**src/rtl/vram_arbiter.sv**
```systemverilog
// Round-robin arbiter sharing one 32-bit VRAM port between CPU, layer 1, layer 2 and sprite readers.
// Optional feature macro: VRAM_ARB_CPU_PRIO_EN (CPU wins outright, video channels round-robin).
module vram_arbiter #(
    parameter int unsigned RD_LATENCY = 1
) (
    input  logic        clk,
    input  logic        rst,
    input  logic        cpu_req_i,
    input  logic        cpu_write_i,
    input  logic [14:0] cpu_addr_i,
    input  logic [31:0] cpu_wrdata_i,
    input  logic [3:0]  cpu_wrbytesel_i,
    output logic        cpu_ack_o,
    output logic        cpu_rddata_valid_o,
    input  logic        l1_req_i,
    input  logic [14:0] l1_addr_i,
    output logic        l1_ack_o,
    output logic        l1_rddata_valid_o,
    input  logic        l2_req_i,
    input  logic [14:0] l2_addr_i,
    output logic        l2_ack_o,
    output logic        l2_rddata_valid_o,
    input  logic        spr_req_i,
    input  logic [14:0] spr_addr_i,
    output logic        spr_ack_o,
    output logic        spr_rddata_valid_o,
    output logic [31:0] rddata_o,
    output logic        mem_en_o,
    output logic        mem_write_o,
    output logic [14:0] mem_addr_o,
    output logic [31:0] mem_wrdata_o,
    output logic [3:0]  mem_wrbytesel_o,
    input  logic [31:0] mem_rddata_i
);

    localparam int unsigned AW   = 15;
    localparam int unsigned DW   = 32;
    localparam int unsigned BW   = 4;
    localparam int unsigned NREQ = 4;
    localparam int unsigned IW   = 2;

`ifdef VRAM_ARB_CPU_PRIO_EN
    localparam bit CPU_PRIO = 1'b1;
`else
    localparam bit CPU_PRIO = 1'b0;
`endif

    logic [NREQ-1:0] req_c;
    logic [NREQ-1:0] grant_c;
    logic            win_vld_c;
    logic [IW-1:0]   win_idx_c;
    logic [IW-1:0]   cand_c;
    logic            rd_grant_c;
    logic [AW-1:0]   win_addr_c;

    logic [IW-1:0]   last_q, last_d;

    logic            mem_en_q;
    logic            mem_write_q;
    logic [AW-1:0]   mem_addr_q;
    logic [DW-1:0]   mem_wrdata_q;
    logic [BW-1:0]   mem_wrbytesel_q;

    logic [RD_LATENCY:0]         tag_vld_q;
    logic [RD_LATENCY:0][IW-1:0] tag_idx_q;

    logic [NREQ-1:0] valid_q;
    logic [DW-1:0]   rddata_q;

    assign req_c = {spr_req_i, l2_req_i, l1_req_i, cpu_req_i};

    // Search starts one past the last winner and wraps; optional CPU override
    always_comb begin
        win_vld_c = 1'b0;
        win_idx_c = '0;
        cand_c    = '0;
        grant_c   = '0;
        if (CPU_PRIO && req_c[0]) begin
            win_vld_c = 1'b1;
            win_idx_c = '0;
        end
        for (int unsigned k = 1; k <= NREQ; k++) begin
            cand_c = IW'(last_q + IW'(k));
            if (!win_vld_c && req_c[cand_c] && !(CPU_PRIO && (cand_c == '0))) begin
                win_vld_c = 1'b1;
                win_idx_c = cand_c;
            end
        end
        if (win_vld_c) begin
            grant_c[win_idx_c] = 1'b1;
        end
    end

    always_comb begin
        win_addr_c = cpu_addr_i;
        case (win_idx_c)
            2'd0:    win_addr_c = cpu_addr_i;
            2'd1:    win_addr_c = l1_addr_i;
            2'd2:    win_addr_c = l2_addr_i;
            default: win_addr_c = spr_addr_i;
        endcase
    end

    assign rd_grant_c = win_vld_c && !((win_idx_c == '0) && cpu_write_i);

    // Under CPU priority only video grants rotate the pointer
    always_comb begin
        last_d = last_q;
        if (win_vld_c && !(CPU_PRIO && (win_idx_c == '0))) begin
            last_d = win_idx_c;
        end
    end

    always_ff @(posedge clk or posedge rst) begin
        if (rst) begin
            last_q <= 2'd3;
        end else begin
            last_q <= last_d;
        end
    end

    // Memory command register; fields hold while idle
    always_ff @(posedge clk or posedge rst) begin
        if (rst) begin
            mem_en_q        <= 1'b0;
            mem_write_q     <= 1'b0;
            mem_addr_q      <= '0;
            mem_wrdata_q    <= '0;
            mem_wrbytesel_q <= '0;
        end else if (win_vld_c) begin
            mem_en_q   <= 1'b1;
            mem_addr_q <= win_addr_c;
            if (win_idx_c == '0) begin
                mem_write_q     <= cpu_write_i;
                mem_wrdata_q    <= cpu_wrdata_i;
                mem_wrbytesel_q <= cpu_write_i ? cpu_wrbytesel_i : 4'hF;
            end else begin
                mem_write_q     <= 1'b0;
                mem_wrbytesel_q <= 4'hF;
            end
        end else begin
            mem_en_q <= 1'b0;
        end
    end

    // Read tags travel alongside the memory pipeline; stage RD_LATENCY meets mem_rddata
    always_ff @(posedge clk or posedge rst) begin
        if (rst) begin
            tag_vld_q <= '0;
            tag_idx_q <= '0;
        end else begin
            tag_vld_q <= {tag_vld_q[RD_LATENCY-1:0], rd_grant_c};
            tag_idx_q <= {tag_idx_q[RD_LATENCY-1:0], win_idx_c};
        end
    end

    always_ff @(posedge clk or posedge rst) begin
        if (rst) begin
            valid_q  <= '0;
            rddata_q <= '0;
        end else begin
            valid_q <= '0;
            if (tag_vld_q[RD_LATENCY]) begin
                valid_q  <= NREQ'(1) << tag_idx_q[RD_LATENCY];
                rddata_q <= mem_rddata_i;
            end
        end
    end

    assign cpu_ack_o          = grant_c[0];
    assign l1_ack_o           = grant_c[1];
    assign l2_ack_o           = grant_c[2];
    assign spr_ack_o          = grant_c[3];
    assign cpu_rddata_valid_o = valid_q[0];
    assign l1_rddata_valid_o  = valid_q[1];
    assign l2_rddata_valid_o  = valid_q[2];
    assign spr_rddata_valid_o = valid_q[3];
    assign rddata_o           = rddata_q;
    assign mem_en_o           = mem_en_q;
    assign mem_write_o        = mem_write_q;
    assign mem_addr_o         = mem_addr_q;
    assign mem_wrdata_o       = mem_wrdata_q;
    assign mem_wrbytesel_o    = mem_wrbytesel_q;

endmodule

```
**config.mk**
```make
export PLATFORM = sky130hd
export DESIGN_NAME = vram_arbiter
export DESIGN_NICKNAME = d
export VERILOG_FILES = /design/src/rtl/vram_arbiter.sv
export SDC_FILE = /design/constraint.sdc
export NUM_CORES = 1
export LEC_CHECK = 0
export CAP_MARGIN = 10
export CELL_PAD_IN_SITES_DETAIL_PLACEMENT = 1
export CELL_PAD_IN_SITES_GLOBAL_PLACEMENT = 1
export CORE_ASPECT_RATIO = 1.4
export CORE_MARGIN = 4
export CORE_UTILIZATION = 32
export CTS_BUF_LIST = sky130_fd_sc_hd__clkbuf_2
export CTS_CLUSTER_SIZE = 25
export DETAILED_ROUTE_END_ITERATION = 12
export GPL_TIMING_DRIVEN = 0
export PLACE_DENSITY_LB_ADDON = 0.15
export SYNTH_ARGS = -nofsm -noshare
export SYNTH_HDL_FRONTEND = slang
export SYNTH_SLANG_ARGS = --single-unit
```
**constraint.sdc**
```tcl
create_clock -name clk -period 7 [get_ports clk]
set_input_delay 1.05 -clock clk [delete_from_list [all_inputs] [get_ports clk]]
set_output_delay 1.05 -clock clk [all_outputs]
set_load 0.1 [all_outputs]
```
---- Yosys cells after proc, flatten, opt, wreduce, memory -nomap -nowiden ----
Index checks and enable logic that the tools add are counted.
storage, ports and cells
  output and inout bits ................... 93
  bits in registers ....................... 97
  logic and storage cells ................. 60
cells by class
  reductions and logical operators ........ 12
  equal/unequal tests ..................... 2
  $add $sub $neg .......................... 3
  muxes and demuxes ....................... 25
  shift-type cells ........................ 1
  order comparisons ....................... 6
operator list
  kind                   count
  $pmux W15 S3           1
  $mux W4                4
  $lt A2 B3 Y1 const B   5
  $mux W1                11
  $bmux W1 S2            4
  $mux W2                4
  $logic_and A1 B1 Y1    6
  $add A2 B2 Y2 const B  2
  $logic_not A1 Y1       4
  $shl A1 B2 Y4 const A  1
  $add A2 B1 Y2 const B  1
  $demux W1 S2           1
  $eq A2 B1 Y1 const B   1
  $eq A2 B2 Y1 const B   1
  $ge A2 B1 Y1 const B   1
  $logic_not A2 Y1       1
  $reduce_and A2 Y1      1

---- Longest topological paths before layout ----
  word-level depth ........................ 18
  gate-level depth with buffers ........... 8
  depth with buffers taken out ............ 5

---- Worst setup path before layout ----
Ideal clock, no wire load.
  kind .................................... input-to-output
  start point ............................. input cpu_req_i
  end point ............................... output l2_ack_o
  arrival time ............................ 3002 ps
  data required time ...................... 5950 ps
  path slack .............................. 2948 ps
  stages .................................. 5
  cell sequence ........................... a21oi_1 > o31ai_4 > buf_6 > buf_4 > nor2_1
between the ends
  word-level cells in the longest chain between the ends .. 17
  elaborated cells between the ends (all ways) .. 28
RTL lines
  item                                                                       RTL line  RTL
  from (decl)                                                                8         input logic cpu_req_i,
  $bmux W1 S2                                                                84        if (!win_vld_c && req_c[cand_c] && !(CPU_PRIO && (cand_c == '0))) begin
  $mux W1 (not written as such)                                              84
  $mux W1                                                                    84
  $logic_not A1 Y1                                                           84
  $logic_and A1 B1 Y1                                                        84
  $mux W1                                                                    84
  $logic_not A1 Y1                                                           84
  $logic_and A1 B1 Y1                                                        84
  $mux W1                                                                    84
  $logic_not A1 Y1                                                           84
  $logic_and A1 B1 Y1                                                        84
  $mux W2                                                                    84
  $lt A2 B3 Y1 (not written as such) / $ge A2 B1 Y1 (equally long branches)  90        grant_c[win_idx_c] = 1'b1;
  $logic_and A1 B1 Y1 (not written as such)                                  90
  $mux W1 (not written as such)                                              90
  $demux W1 S2                                                               90
  $mux W4 *                                                                  89        if (win_vld_c) begin
  to (decl)                                                                  21        output logic l2_ack_o,
Mark *: on every way between the ends. The rest lies on a longest branch, timed or not. The select of a mux whose other input is x is not followed.

---- Worst setup path after layout ----
  start point ............................. input l1_req_i
  end point ............................... output spr_ack_o
between the ends
  word-level cells in the longest chain between the ends .. 17
  elaborated cells between the ends (all ways) .. 28
RTL lines
  item                                                                       RTL line  RTL
  from (decl)                                                                15        input logic l1_req_i,
  $bmux W1 S2                                                                84
  $mux W1 (not written as such)                                              84
  $mux W1                                                                    84
  $logic_not A1 Y1                                                           84
  $logic_and A1 B1 Y1                                                        84
  $mux W1                                                                    84
  $logic_not A1 Y1                                                           84
  $logic_and A1 B1 Y1                                                        84
  [2 not listed]                                                             --
  $logic_and A1 B1 Y1                                                        84
  $mux W2 *                                                                  84
  via win_idx_c[0]                                                           51        logic [IW-1:0] win_idx_c;
  $lt A2 B3 Y1 (not written as such) / $ge A2 B1 Y1 (equally long branches)  90
  $logic_and A1 B1 Y1 (not written as such)                                  90
  $mux W1 (not written as such)                                              90
  $demux W1 S2 *                                                             90
  $mux W4 *                                                                  89
  to (decl)                                                                  25        output logic spr_ack_o,
The timed path passes the listed nets; every way through them passes the cells marked *. The select of a mux whose other input is x is not followed.

==> flow_metrics.py <==
metrics = {
    "placement": {
        "place_congestion": 0.832,
        "dpl.hpwl_mm": 9.79,
        "placed_cells": 689,
        "io_buffers": 227,
    },
    "synth": {
        "ys_seq_area_share_pct": 59.5,
        "synth_edf_count": 0,
        "synth_flop_cell": "dfrtp_1",
        "yosys.cell_types.count": 29,
        "synthTopCellsByArea": "dfrtp_1, mux2_2, mux2i_1",
        "yosys_warnings": 0,
        "syn_inst": 311,
        "synth.avg_cell_area_um2": 13.1,
        "syn_area_um2": 4080,
        "synth_top_area_cell": "dfrtp_1",
        "synth_top_area_share_pct": 58.2,
        "async_flop_share_pct": 100,
        "synth_seq_cells": 97,
        "synth_nets": 446,
    },
    "timing": {
        "tightest_slew_ps": 1020,
        "fin_tns_setup_ps": 0,
        "fin_skew_ps": 39.1,
        "fin_crit_sh_pct": 72.0,
        "hold_slack_ps": 385,
        "finalHoldViolCount": 0,
        "timing.final.crit_period_ps": 5040,
        "slew_violations": 0,
        "setup_viol": 0,
        "rsz0062_at_grt": "no",
        "fmaxAchievable_mhz": 198,
        "relSlewSlack_pct": 32.0,
    },
    "cts": {
        "cts_resized": 0,
        "clkTransAtPathRegs_ps": 240,
        "clock_path_buffers": 2,
        "insertion_delay_ps": 550,
        "cts_hold_buf": 0,
        "cts_buffers": 9,
        "cts_tree": "done",
        "cts_root_buf": "clkbuf_2",
        "clkSinkCount": 97,
        "h-tree-depth": 3,
        "postCtsSetupBuffers": 0,
    },
    "hold_path": {
        "min_path_type": "reg -> reg",
    },
    "layout": {
        "final_util_pct": 53.6,
        "layout_commonest_cell": "clkdlybuf4s50_1",
        "final_cell_count_no_fill": 704,
        "area_growth_pct": 63.2,
        "finalNetCount": 685,
        "drive_above_1_share_pct": 17.1,
        "final_cell_mix": "clkdlybuf4s50_1, dfrtp_1, mux2_2",
        "nFillCells": 1327,
        "n_antenna_cell": 0,
    },
    "routing": {
        "vias": 3324,
        "vias_per_cell": 4.72,
        "postRouteAntennaNets": 0,
        "drt_iter0_drc": 31,
        "drc": 0,
        "wl_mm": 12.1,
        "firstDrtPassIters": 4,
        "wl_per_cell_um": 17.2,
    },
    "worst_setup_path": {
        "cp_common_cell": "clkdlybuf4s50_1",
        "max_stage_delay_ps": 1150,
        "path_cells": "clkdlybuf4s50_1, nor2b_1, a21oi_1, o221ai_2, buf_2, and2_1, clkdlybuf4s50_1",
        "crit_type": "in -> out",
        "crit_arrival_ps": 3990,
        "critPathLaunchType": "primary input",
        "required_ps": 5950,
        "worst-path-max-fanout": 10,
        "endpoint_kind": "output port",
        "cp_slowest_cell": "clkdlybuf4s50_1",
    },
    "grt": {
        "grt_pass1_vias": 3696,
        "grt_pass1_wl_mm": 18.1,
        "antenna_found_initial": 0,
        "grt_overflow": 0,
        "grt_use_total_pct": 16.1,
        "grt_max_degree": 54,
    },
    "floorplan": {
        "dieArea_um2": 14700,
        "die_h_um": 142,
        "initial_utilization_pct": 32.8,
        "rows": 48,
        "io_pins": 228,
        "core_area_um2": 12400,
        "die_w_um": 103,
    },
    "run_status": {
        "status": "finished, final reports clean",
    },
    "flow_run": {
        "max_cap_violations": 0,
    },
}
==> Yosys cell counts (3+ instances only) <==
| library cell | count |
|---|---|
| clkbuf_1 | 5 |
| nand2_1 | 21 |
| mux2_1 | 9 |
| o22a_1 | 4 |
| buf_1 | 3 |
| mux2_2 | 55 |
| nor2b_1 | 3 |
| o221a_2 | 6 |
| dfrtp_1 | 95 |
| buf_2 | 9 |
| a21oi_1 | 19 |
| inv_1 | 3 |
| o221a_1 | 10 |
| mux2i_1 | 15 |
| nor2_1 | 37 |
==> per-stage QoR <==
| step | area, um^2 | setup slack, ps |
|---|---|---|
| 2_1_floorplan | 4080 | 2950 |
| 3_3_place_gp | 6540 | 1930 |
| 3_5_place_dp | 6570 | 1940 |
| 4_1_cts | 6660 | 1930 |
| 5_1_grt | 6660 | 1800 |
| 6_report | 6660 | 1960 |
==> layer usage <==
| metal | vias up | share of wire, % | global-route usage, % |
|---|---|---|---|
| met2 | 149 | 53 | 30.6 |
| met4 | 0 | 1.3 | 3.82 |
| met3 | 14 | 9.8 | 6.10 |
| met1 | 1595 | 35 | 16.0 |
| li1 | 1566 | - | - |
| met5 | - | 0 | 0 |
==> registers in the layout, indices dropped and copies added, names as in the netlist <==
register	flops
last_q	2
mem_addr_o	15
mem_en_o	1
mem_wrbytesel_o	4
mem_wrdata_o	32
mem_write_o	1
rddata_o	32
tag_idx_q	4
tag_vld_q	2
valid_q	4
==> layout make-up <==
cell class	instances	area, um^2	area share, %
sequential	97	2430	36.5
timing repair buffer	228	2300	34.5
multi-input combinational	191	1530	23.0
tap	150	188	2.82
buffer	20	109	1.63
clock buffer	10	50.0	0.751
clock inverter	5	41.3	0.620
inverter	3	13.8	0.207
==> critical path, delay by kind of cell <==
kind	cells	cell delay, ps
and+or+nand+nor	2	390
buffers and inverters	3	2050
AOI/OAI and AO/OA	2	490
==> logic make-up (layout without fill, tap and decap cells) <==
kind of cell / after synthesis / count (layout) / synth area share, %
mux: 79 / 79 / 21.3
flops: 97 / 97 / 59.5
simple gates: 70 / 70 / 7.54
compound gates: 42 / 42 / 8.67
buf+inv: 23 / 266 / 2.94
==> path summary, 6_finish.rpt <==
check | start | to | slack [ps] | cells past startpoint
setup / recovery | l1_req_i | spr_ack_o | 1960 | 7
hold / removal | tag_idx_q[0]$_DFF_PP0_ | tag_idx_q[2]$_DFF_PP0_ | 380 | 0
setup reg to reg | last_q[1]$_DFFE_PP1P_ | mem_addr_o[0]$_DFFE_PP0P_ | 4900 | 6
hold reg to reg | tag_idx_q[0]$_DFF_PP0_ | tag_idx_q[2]$_DFF_PP0_ | 380 | 0
max in group asynchronous | rst | mem_wrdata_o[27]$_DFFE_PP0P_ | 5430 | 3
min in group asynchronous | rst | mem_wrdata_o[24]$_DFFE_PP0P_ | 870 | 2
Power is not shown: default switching activity piles up to over one toggle a cycle in this logic, so the estimate is an artifact.
